--- src/rtl/tag_alloc_pkg.sv ---
// tag_alloc_pkg: state encoding and pool defaults shared by the controller and the free-tag FIFO
package tag_alloc_pkg;
  typedef enum logic [1:0] {CLR = 2'd0, FILL = 2'd1, RUN = 2'd2} state_t;
  localparam int DSIZE_DEF = 5;
  localparam int NUM_TAGS_DEF = 32;
endpackage

--- src/rtl/tag_alloc_ctrl_rr_arbiter.sv ---
// rr_arbiter: combinational round-robin pick of the first request at or after ptr
module rr_arbiter #(
  parameter int N = 4,
  parameter int PW = N > 1 ? $clog2(N) : 1
) (
  input  logic [N-1:0]  req,
  input  logic [PW-1:0] ptr,
  output logic [N-1:0]  gnt,
  output logic [PW-1:0] idx
);
  logic [PW-1:0] k;
  // scan from the farthest offset back to ptr so the nearest requester wins
  always_comb begin
    gnt = '0;
    idx = '0;
    k = '0;
    for (int i = N - 1; i >= 0; i--) begin
      k = PW'((int'(ptr) + i) % N);
      if (req[k]) begin
        gnt = '0;
        gnt[k] = 1'b1;
        idx = k;
      end
    end
  end
endmodule

--- src/rtl/tag_alloc_ctrl.sv ---
// tag_alloc_ctrl: fills the free-tag FIFO, arbitrates allocations, serialises releases; TAG_ALLOC_OCCUPANCY_EN adds free_cnt
module tag_alloc_ctrl
  import tag_alloc_pkg::*;
#(
  parameter int DSIZE = DSIZE_DEF,
  parameter int NUM_TAGS = NUM_TAGS_DEF,
  parameter int NUM_REQ = 4,
  parameter int NUM_REL = 2
) (
  input  logic                     clk,
  input  logic                     rst,
  input  logic                     flush,
  input  logic [NUM_REQ-1:0]       alloc_req,
  output logic [NUM_REQ-1:0]       alloc_gnt,
  output logic [DSIZE-1:0]         alloc_tag,
  input  logic [NUM_REL-1:0]       rel_valid,
  input  logic [NUM_REL*DSIZE-1:0] rel_tag,
  output logic [NUM_REL-1:0]       rel_ready,
  output logic                     busy,
  output logic [DSIZE-1:0]         fifo_wdata,
  output logic                     fifo_winc,
  output logic                     fifo_rinc,
  output logic                     fifo_rst_n,
  input  logic [DSIZE-1:0]         fifo_rdata,
  input  logic                     fifo_wfull,
  input  logic                     fifo_rempty
`ifdef TAG_ALLOC_OCCUPANCY_EN
  ,
  output logic [DSIZE:0]           free_cnt
`endif
);
  localparam int PW = NUM_REQ > 1 ? $clog2(NUM_REQ) : 1;
  localparam int RW = NUM_REL > 1 ? $clog2(NUM_REL) : 1;
  state_t state, state_nxt;
  logic [DSIZE-1:0] init_cnt;
  logic [PW-1:0] rr_ptr, arb_idx;
  logic [NUM_REQ-1:0] arb_gnt;
  logic [NUM_REL-1:0] slot_v;
  logic [DSIZE-1:0] slot_tag [NUM_REL];
  logic [RW-1:0] push_idx;
  logic rel_push;

  rr_arbiter #(.N(NUM_REQ), .PW(PW)) u_arb (
    .req(alloc_req),
    .ptr(rr_ptr),
    .gnt(arb_gnt),
    .idx(arb_idx)
  );

  // lowest-indexed full slot owns the FIFO write port
  always_comb begin
    push_idx = '0;
    for (int j = NUM_REL - 1; j >= 0; j--) if (slot_v[j]) push_idx = RW'(j);
  end

  // next state and all outputs; flush overrides every grant and push
  always_comb begin
    state_nxt = state;
    alloc_gnt = '0;
    alloc_tag = '0;
    fifo_rinc = 1'b0;
    fifo_winc = 1'b0;
    fifo_wdata = '0;
    fifo_rst_n = 1'b1;
    busy = 1'b1;
    rel_ready = '0;
    case (state)
      CLR: begin
        fifo_rst_n = 1'b0;
        state_nxt = FILL;
      end
      FILL: begin
        fifo_winc = !fifo_wfull;
        fifo_wdata = init_cnt;
        if (fifo_winc && init_cnt == DSIZE'(NUM_TAGS - 1)) state_nxt = RUN;
      end
      RUN: begin
        busy = 1'b0;
        rel_ready = ~slot_v;
        alloc_gnt = fifo_rempty ? '0 : arb_gnt;
        fifo_rinc = |alloc_gnt;
        alloc_tag = fifo_rinc ? fifo_rdata : '0;
        fifo_winc = |slot_v && !fifo_wfull;
        fifo_wdata = fifo_winc ? slot_tag[push_idx] : '0;
      end
      default: state_nxt = CLR;
    endcase
    if (flush) begin
      state_nxt = CLR;
      alloc_gnt = '0;
      alloc_tag = '0;
      fifo_rinc = 1'b0;
      fifo_winc = 1'b0;
      fifo_wdata = '0;
    end
  end

  assign rel_push = fifo_winc && state == RUN;

  // state register
  always_ff @(posedge clk or posedge rst) begin
    if (rst) state <= CLR;
    else state <= state_nxt;
  end

  // fill counter restarts from zero every time FILL is entered
  always_ff @(posedge clk or posedge rst) begin
    if (rst) init_cnt <= '0;
    else if (state != FILL) init_cnt <= '0;
    else if (fifo_winc) init_cnt <= init_cnt + 1'b1;
  end

  // pointer moves just past each granted requester; survives flush
  always_ff @(posedge clk or posedge rst) begin
    if (rst) rr_ptr <= '0;
    else if (fifo_rinc) rr_ptr <= (arb_idx == PW'(NUM_REQ - 1)) ? '0 : arb_idx + 1'b1;
  end

  // one-entry release slots: capture when empty, clear when pushed, drop on flush
  always_ff @(posedge clk or posedge rst) begin
    if (rst) begin
      slot_v <= '0;
      for (int j = 0; j < NUM_REL; j++) slot_tag[j] <= '0;
    end else begin
      for (int j = 0; j < NUM_REL; j++) begin
        if (flush) slot_v[j] <= 1'b0;
        else if (rel_valid[j] && rel_ready[j]) begin
          slot_v[j] <= 1'b1;
          slot_tag[j] <= rel_tag[j*DSIZE +: DSIZE];
        end else if (rel_push && push_idx == RW'(j)) slot_v[j] <= 1'b0;
      end
    end
  end

`ifdef TAG_ALLOC_OCCUPANCY_EN
  localparam int CW = DSIZE + 1;
  logic [DSIZE:0] cnt_q, cnt_nxt;
  assign cnt_nxt = cnt_q + CW'(fifo_winc) - CW'(fifo_rinc);
  assign free_cnt = flush ? '0 : cnt_q;

  // number of tags currently held in the FIFO
  always_ff @(posedge clk or posedge rst) begin
    if (rst) cnt_q <= '0;
    else if (flush || state == CLR) cnt_q <= '0;
    else cnt_q <= cnt_nxt;
  end

`ifndef SYNTHESIS
  // more free tags than exist means a tag was released twice
  always @(posedge clk) begin
    if (!rst && !flush && state != CLR && cnt_nxt > CW'(NUM_TAGS))
      $display("ERROR: tag_alloc_ctrl free_cnt overflow to %0d", cnt_nxt);
  end
`endif
`endif
endmodule
--- config.mk ---
export PLATFORM = sky130hd
export DESIGN_NAME = tag_alloc_ctrl
export DESIGN_NICKNAME = d
export VERILOG_FILES = /design/src/rtl/tag_alloc_pkg.sv /design/src/rtl/tag_alloc_ctrl_rr_arbiter.sv /design/src/rtl/tag_alloc_ctrl.sv
export SDC_FILE = /design/constraint.sdc
export NUM_CORES = 1
export LEC_CHECK = 0
export ABC_CLOCK_PERIOD_IN_PS = 3400
export CAP_MARGIN = 5
export CORE_MARGIN = 1.5
export CORE_UTILIZATION = 24
export CTS_BUF_LIST = sky130_fd_sc_hd__clkbuf_2 sky130_fd_sc_hd__clkbuf_4 sky130_fd_sc_hd__clkbuf_8
export CTS_CLUSTER_DIAMETER = 200
export DETAILED_ROUTE_END_ITERATION = 10
export PLACE_DENSITY = 0.49
export SETUP_SLACK_MARGIN = 0.4
export SKIP_CTS_REPAIR_TIMING = 1
export SLEW_MARGIN = 20
export SYNTH_ARGS = -nofsm -noshare
export SYNTH_HDL_FRONTEND = slang
export SYNTH_SLANG_ARGS = --single-unit
--- constraint.sdc ---
create_clock -name clk -period 3.4 [get_ports clk]
set_clock_uncertainty 0.1 [all_clocks]
set_input_delay 0.34 -clock clk [delete_from_list [all_inputs] [get_ports clk]]
set_output_delay 0.34 -clock clk [all_outputs]
set_load 0.02 [all_outputs]
==> metrics.md <==
| Metric | Value |
|---|---|
| Max FO, Critical Path | `7` |
| Drt first pass iters | `3` |
| Final hold slack | `0.414 ns` |
| Final core utilization | `36.6%` |
| Skew-Pair Late Insertion Delay | `0.26 ns` |
| Register area | `527 sq um` |
| P per Cell Area | `648 nW/um^2` |
| Clk buf depth | `2` |
| Number of global-route vias before repair | `1532` |
| Io pins | `46` |
| GRT Overall Usage | `11.8%` |
| Crit path DAT | `2.75 ns` |
| Final Hold Vio Count | `0` |
| Initial core utilization | `24.8%` |
| Drc violations | `0` |
| NumNets Final | `305` |
| Initial DRC count | `49` |
| Worst endpoint required time | `2.96 ns` |
| Setup TNS | `0 ns` |
| Post-DP HPWL | `3510 um` |
| Status | `finished, final reports clean` |
| Via density | `4.47` |
| CTS tree | `done` |
| Total core area | `7250 sq um` |
| Ys flop type | `dfrtp_1` |
| Reg clk slew, reported paths | `0.08 ns` |
| Seq/Total Area, Yosys | `29.3%` |
| Clock share of power | `9.6%` |
| Detail Route Antenna Nets | `0` |
| Worst Tran Pin Value | `0.823 ns` |
| DP Area | `2520 sq um` |
| Top achievable clock speed | `313 MHz` |
| GP Congestion | `0.807` |
| CP Launch Type | `register` |
| Num CTS Buffers | `3` |
| Antenna cells | `0` |
| Final Instance Area | `2650 sq um` |
| WL final | `4660 um` |
| Clk sinks | `21` |
| Comb pwr share | `67.6%` |
| Net Sw Frac | `42.6%` |
| Fill count | `773` |
| Die height | `89.5 um` |
| HP Class | `register to register` |
| Vias after detailed routing | `1626` |
| Final period utilization | `93.9%` |
| Yosys cell types | `39` |
| Pin count of the biggest net entering global routing | `22` |
| Rows | `31` |
| Pint | `0.987 mW` |
| Port bufs | `45` |
| Synthesized flop and latch total | `21` |
| WL per Instance | `12.8 um` |
| Root Buffer | `clkbuf_8` |
| Layout cell share with drive strength beyond 1 | `27.9%` |
| VDD IR max | `218 uV` |
| Mapped Nets | `244` |
| First-pass GRT wire length | `7440 um` |
| Post-synthesis area per instance | `8.76 sq um` |
| P_leak | `1.16 nW` |
| Setup Viol. Count Final | `0` |
| Die X | `89.5 um` |
| Syn Inst Count | `205` |
| Total grt overflow | `0` |
| Final Critical Period | `3.19 ns` |
| Max Slew Vio Count | `0` |
| Initial antenna violation count | `0` |
| Dpl cells | `356` |
| Area added between synthesis and finish | `47.8%` |
| Synthesized area | `1800 sq um` |
| Max-Cap Viols | `0` |
| Yosys Warn Count | `0` |
| Switching Power | `0.733 mW` |
| CTS HTree Levels | `1` |
| Critical path type | `register to output pin` |
| Worst Setup End Kind | `output pin` |
| Non-filler cells, final | `364` |
| Seq pwr share | `22.8%` |
| Max_slew headroom | `45.1%` |
| Area of the multi-input gates | `1240 sq um` |
| Number of synthesized flops with an enable pin | `0` |
| Die area | `8010 sq um` |
| Asr flop ratio synth | `100%` |
| RSZ-0062 raised after global routing | `true` |
==> Yosys cell counts, drive strengths merged, types with 2 or more instances <==
library cell / number / share of area, %
a21boi: 3 / 1.3
a21oi: 10 / 3.0
inv: 19 / 4.0
a21o: 4 / 1.7
buf: 3 / 1.5
and3: 2 / 0.70
a22oi: 5 / 2.1
o211ai: 4 / 1.7
a41oi: 4 / 2.4
ha: 13 / 9.1
clkbuf: 7 / 1.5
nand2: 21 / 4.4
and2: 7 / 2.4
o21ai: 9 / 2.5
nor2b: 2 / 0.70
mux4: 4 / 5.2
dfrtp: 21 / 29
nor2: 26 / 5.4
nand2b: 4 / 1.4
mux2: 13 / 8.4
nand3: 5 / 1.4
mux2i: 6 / 3.3
xnor2: 3 / 1.5
==> critical path, stage by stage (launching register included) <==
cell and delay, ns:
dfrtp_2 0.41, clkinvlp_4 0.12, ha_4 0.31, mux4_2 0.49
nor2b_4 0.16, nand3_2 0.08, a41oi_2 0.14, o41ai_4 0.40
buf_6 0.19, nor2_2 0.04, buf_2 0.15
==> path summary, 6_finish.rpt <==
kind,startpoint,to,slack (ns),depth (start not counted)
max,rr_ptr[0]$_DFFE_PP0P_,alloc_tag[3],0.21,10
min,slot_tag[4]$_DFFE_PP0P_,slot_tag[4]$_DFFE_PP0P_,0.41,1
max reg2reg,rr_ptr[0]$_DFFE_PP0P_,rr_ptr[0]$_DFFE_PP0P_,0.40,11
min reg2reg,slot_tag[4]$_DFFE_PP0P_,slot_tag[4]$_DFFE_PP0P_,0.41,1
max in group asynchronous,rst,rr_ptr[0]$_DFFE_PP0P_,2.20,2
min in group asynchronous,rst,rr_ptr[1]$_DFFE_PP0P_,0.44,2
==> per-stage QoR <==
| step | setup WS [ns] | total power [mW] |
|---|---|---|
| 2_1_floorplan | 0.302 | 1.16 |
| 3_3_place_gp | -0.115 | 1.47 |
| 3_5_place_dp | -0.113 | 1.46 |
| 4_1_cts | -0.292 | 1.64 |
| 5_1_grt | 0.0630 | 1.86 |
| 6_report | 0.207 | 1.72 |
==> metal layers <==
| layer | global-route usage, % | vias to the layer above | part of all wire, % |
|---|---|---|---|
| li1 | - | 825 | - |
| met1 | 16.1 | 773 | 46 |
| met2 | 20.0 | 22 | 51 |
| met3 | 1.48 | 6 | 2.6 |
| met4 | 2.52 | 0 | 1.2 |
| met5 | 0 | - | 0 |
==> cells by family (layout without fill, tap and decap cells) <==
group | count (synthesis) | count (layout) | share of synthesized area [%]
buf+inv | 29 | 89 | 6.97
compound gates | 44 | 44 | 18.0
fa+ha+maj | 13 | 13 | 9.06
flops | 21 | 21 | 29.3
xor+xnor | 4 | 4 | 1.95
mux | 23 | 23 | 16.9
simple gates | 71 | 71 | 17.8
==> power groups by stage <==
| stage | combinational (mW) | clock (mW) | sequential [mW] |
|---|---|---|---|
| after CTS | 1.07 | 0.174 | 0.394 |
| after floorplan | 0.784 | 0 | 0.376 |
| final | 1.16 | 0.165 | 0.392 |
| after global routing | 1.27 | 0.182 | 0.405 |
| after detailed placement | 1.06 | 0 | 0.399 |
| after global placement | 1.08 | 0 | 0.396 |
==> cell usage in the layout, fill, tap and decap left out, types with 3 or more instances in the layout <==
master,instances
a21o_1,4
and2_1,6
inv_1,16
o211ai_1,4
nor2_1,21
buf_4,15
nand2_1,21
nor2_2,5
mux2i_1,6
nand3_2,4
mux4_2,4
ha_1,12
mux2_2,12
o21ai_0,9
a21oi_1,9
dfrtp_1,20
a21boi_0,3
xnor2_1,3
buf_6,10
dlymetal6s2s_1,3
clkdlybuf4s50_1,34
nand2b_1,4
a22oi_1,5
clkbuf_8,3
==> state kept, by name, indices dropped and copies added, names as in the netlist <==
| name | cells |
|---|---|
| rr_ptr | 2 |
| slot_tag | 10 |
| slot_v | 2 |
| init_cnt | 5 |
| state | 2 |
==> final cells by class <==
| class | count | share of cell area (%) |
|---|---|---|
| clock buffer | 3 | 1.56 |
| sequential | 21 | 19.8 |
| inverter | 19 | 2.83 |
| multi-input combinational | 155 | 46.9 |
| timing repair buffer | 66 | 24.0 |
| clock inverter | 1 | 0.189 |
| tap | 99 | 4.67 |
No activity file was read; power rests on OpenSTA's default activity.
==> edit 1, RTL diff (same flow settings) <==
`NUM_REL`: 2 -> 1.
--- a/src/rtl/tag_alloc_ctrl.sv
+++ b/src/rtl/tag_alloc_ctrl.sv
@@ -6,5 +6,5 @@
   parameter int NUM_TAGS = NUM_TAGS_DEF,
   parameter int NUM_REQ = 4,
-  parameter int NUM_REL = 2
+  parameter int NUM_REL = 1
 ) (
   input  logic                     clk,
Interface: changed (resized rel_ready, rel_tag and rel_valid); port bits go from 46 to 39. No check against the original RTL was run, so the function may have changed too.
==> edit 1 against the unedited design <==
Non-clock buffer count fell by 7. Power fell by 14%. Clock power decreased by 9.7%. Synthesized cell count decreased by 25%. Maximum frequency grew 0.64%. Hold slack got worse by 62 ps. Synthesized area down 22%. Via count is 19% lower. Wire length is 27% lower. Utilization up 2.5 points. Setup slack improved by 20 ps. Design area shrank 18%. Sequential cell count shrank 6. Critical endpoint unchanged.
==> edit 1: results (changes against the unedited design) <==
----------------------------------------------------
[Setup path]
  Slowest stage cell on the critical path ... sky130_fd_sc_hd__dfrtp_1 (was sky130_fd_sc_hd__mux4_2)
  Worst path max stage delay ... 410 ps (was 490 ps)
  Slack of the worst reg-to-reg path ... 470 ps (was 400 ps)
  Dominant delay contributor by cell family on the critical path ... multiplexers (was compound AO/OA/AOI/OAI gates)

[Timing]
  Slew at the pin closest to its max-slew limit ... 561 ps (was 823 ps)
  Final hold slack ... 351 ps (was 414 ps)

[Cells and area]
  Share of layout cells above drive strength 1 ... 32.2% (was 27.9%)
  Final standard cell count with taps included and fillers excluded ... 286 (was 364)
  FILL cells ... 589 (was 773)
  Number of nets in the final layout ... 248 (was 305)

[Place]
  Detailed placement HPWL ... 2.67 mm (was 3.51 mm)
  Placed cells ... 279 (was 356)
  GP Congestion ... 0.798 (was 0.807)
  Input/output buffers ... 38 (was 45)

[Run status]
  Status ... complete, no violations (unchanged)

[Synth]
  Total nets after synthesis ... 187 (was 244)
  Share of the yosys chip area belonging to registers ... 26.6% (was 29.3%)
  Top post-synthesis cells by area ... sky130_fd_sc_hd__dfrtp_1 27%, sky130_fd_sc_hd__ha_1 12%, sky130_fd_sc_hd__nor2_1 6.7% (was sky130_fd_sc_hd__dfrtp_1 29%, sky130_fd_sc_hd__ha_1 9.1%, sky130_fd_sc_hd__mux2_2 6.9%)
  Cell types with the highest counts after synthesis ... 25 x sky130_fd_sc_hd__nor2_1, 15 x sky130_fd_sc_hd__dfrtp_1, 13 x sky130_fd_sc_hd__ha_1 (was 26 x sky130_fd_sc_hd__nor2_1, 21 x sky130_fd_sc_hd__dfrtp_1, 21 x sky130_fd_sc_hd__nand2_1)

[Hold path]
  HP Class ... in2async (was reg2reg)

[Power and ir drop]
  Internal portion of total power ... 0.848 mW (was 0.987 mW)
  Combinational share of power ... 71.6% (was 67.6%)
  VDD IR-drop max ... 0.000281 V (was 0.000218 V)

[Clock tree]
  Worst-path clk slew ... 60 ps (was 80 ps)
  Clock insertion delay at the later pin of the skew report ... 240 ps (was 260 ps)

[GRT]
  Number of global-route vias before repair ... 1,261 (was 1,532)
  Global-route met3 utilization ... 2.63% (was 1.48%)
  Met2 usage ... 17.6% (was 20.0%)
  First-pass GRT wire length ... 5.39 mm (was 7.44 mm)

----------------------------------------------------
edit 1: kinds of logic (layout without fill, tap and decap cells):
kind of cell / after synthesis / in the layout / share of synthesized area [%]
buffers and inverters: 17 / 76 / 5.15
multiplexers: 18 / 19 / 17.1
adder cells (fa/ha/maj): 13 / 13 / 11.5
flip-flops: 15 / 15 / 26.6
AND/OR/NAND/NOR: 55 / 55 / 19.7
XOR/XNOR: 3 / 3 / 1.87
AO/OA/AOI/OAI: 33 / 33 / 18.0
edit 1: cell type report:
class	instances	area share, %
Inverter	13	2.35
Sequential cell	15	17.2
Clock buffer	4	2.24
Timing Repair Buffer	59	25.3
Multi-Input combinational cell	123	48.7
Tap cell	72	4.14
edit 1: stage by stage:
step | utilization, % | setup TNS (ps)
finish | 39.1 | 0
detailed placement | 36.5 | -680
CTS | 37.4 | -1480
global placement | 36.5 | -839
global route | 39.1 | 0
floorplan | - | 0
==> edit 2, RTL diff (same flow settings) <==
Without the edit above. The 3 states of `state_t` get a one-hot encoding in 3 bits.
--- a/src/rtl/tag_alloc_pkg.sv
+++ b/src/rtl/tag_alloc_pkg.sv
@@ -1,5 +1,5 @@
 // tag_alloc_pkg: state encoding and pool defaults shared by the controller and the free-tag FIFO
 package tag_alloc_pkg;
-  typedef enum logic [1:0] {CLR = 2'd0, FILL = 2'd1, RUN = 2'd2} state_t;
+  typedef enum logic [2:0] {CLR = 3'b001, FILL = 3'b010, RUN = 3'b100} state_t;
   localparam int DSIZE_DEF = 5;
   localparam int NUM_TAGS_DEF = 32;
Function: no difference found for any inputs over 4 cycles, from zero or initial values and one cycle with rst high; so few cycles prove little.
==> edit 2 against the unedited design <==
Wire length increased by 12%. Synthesized area increased by 4.0%. Design area increased by 5.1%. Die area increased by 3.8%. Setup slack got worse by 51 ps. Hold slack got worse by 12 ps. Sequential cell count increased by 1. Largest cell class unchanged.
Power is not compared: it rests on default switching activity, and its combinational part moved more than twofold at a synthesized area within 25%.
==> edit 2: results (changes against the unedited design) <==
----------------------------------------------------
[Place]
  GP Congestion ... 0.762 (was 0.807)
  Detailed placement HPWL ... 3.73 mm (was 3.51 mm)
  Placed cells ... 351 (was 356)
  Pre-CTS setup slack ... -166 ps (was -113 ps)
  Area of placed instances ... 2560 µm² (was 2520 µm²)

[GRT]
  Largest net degree at the start of global routing ... 23 (was 22)
  Global-route met3 utilization ... 2.26% (was 1.48%)
  Met1 Use GR ... 16.5% (was 16.1%)
  First-pass GRT wire length ... 7.97 mm (was 7.44 mm)
  Met2 usage ... 18.9% (was 20.0%)
  Tot GR Track Use ... 11.9% (was 11.8%)

[Cells and area]
  FILL cells ... 766 (was 773)
  Final standard cell count with taps included and fillers excluded ... 368 (was 364)
  Number of nets in the final layout ... 306 (was 305)
  Share of layout cells above drive strength 1 ... 32.0% (was 27.9%)

[Setup path]
  Worst-case reg-to-reg path depth ... 9 (was 11)
  Critical path destination ... alloc_tag[0] (was alloc_tag[3])
  Slack of the worst reg-to-reg path ... 690 ps (was 400 ps)
  Dominant delay contributor by cell family on the critical path ... buffers and inverters (was compound AO/OA/AOI/OAI gates)
  Data arrival time at the worst-slack endpoint ... 2800 ps (was 2750 ps)
  Worst path max stage delay ... 570 ps (was 490 ps)
  Launching element of the worst setup path ... alloc_req[2] (was rr_ptr[0])

[Run status]
  Status ... complete, no violations (unchanged)

[Synth]
  Number of library cell types mapped by synthesis ... 47 (was 39)
  Synth Area in Compound Gates ... 19.4% (was 18.0%)
  Asr flop ratio synth ... 100% (unchanged)
  Mux cell area share after synthesis ... 15.3% (was 16.9%)
  Cell types with the highest counts after synthesis ... 33 x sky130_fd_sc_hd__nor2_1, 21 x sky130_fd_sc_hd__dfrtp_1, 19 x sky130_fd_sc_hd__a21oi_1 (was 26 x sky130_fd_sc_hd__nor2_1, 21 x sky130_fd_sc_hd__dfrtp_1, 21 x sky130_fd_sc_hd__nand2_1)
  Share of the yosys chip area belonging to registers ... 29.6% (was 29.3%)
  Top post-synthesis cells by area ... sky130_fd_sc_hd__dfrtp_1 28%, sky130_fd_sc_hd__ha_1 6.7%, sky130_fd_sc_hd__nor2_1 6.6% (was sky130_fd_sc_hd__dfrtp_1 29%, sky130_fd_sc_hd__ha_1 9.1%, sky130_fd_sc_hd__mux2_2 6.9%)
  Total nets after synthesis ... 235 (was 244)
  Area share of xor/xnor cells in the synthesized design ... 2.35% (was 1.95%)
  Average instance area after synthesis ... 9.38 µm² (was 8.76 µm²)

[Route]
  Drt first-iter violations ... 35 (was 49)
  Met1 wire length ... 2.58 mm (was 2.13 mm)
  Amount of wire on met3 after detailed routing ... 186 µm (was 123 µm)
  Met2 layer wire length in the routed design ... 2.38 mm (was 2.36 mm)
  Vias ... 1,699 (was 1,626)
  1st-pass router iterations ... 4 (was 3)
  WL per Instance ... 14.1 µm (was 12.8 µm)

[Timing]
  FMAX ... 308 MHz (was 313 MHz)
  Slew at the pin closest to its max-slew limit ... 875 ps (was 823 ps)

----------------------------------------------------
## edit 2: changes by cell type after synthesis, sizes merged, moves of 5 or more
| cell | delta |
|---|---|
| a21oi | +11 |
| buf | +5 |
| inv | -13 |
| nand2 | -16 |
| nand2b | +8 |
| nand3 | -5 |
| nor2 | +7 |
## edit 2: how the worst min path moves through the flow
stage / startpoint / to / depth (start not counted) / slack, ps
detailed placement: slot_tag[2] / slot_tag[2] / 1 / 390
floorplan: rst / init_cnt[0] / 1 / 230
CTS: slot_tag[0] / slot_tag[0] / 1 / 400
global route: slot_tag[7] / slot_tag[7] / 1 / 420
global placement: slot_tag[0] / slot_tag[0] / 1 / 380
finish: slot_tag[0] / slot_tag[0] / 1 / 400
## edit 2: area by class of cell
cell class                 instances  area [µm²]  share of cell area (%)
inverter                           6        30.0                    1.08
tap                               99         124                    4.44
timing repair buffer              77         683                    24.5
clock buffer                       4        55.1                    1.97
sequential                        22         553                    19.8
multi-input combinational        160        1340                    48.2
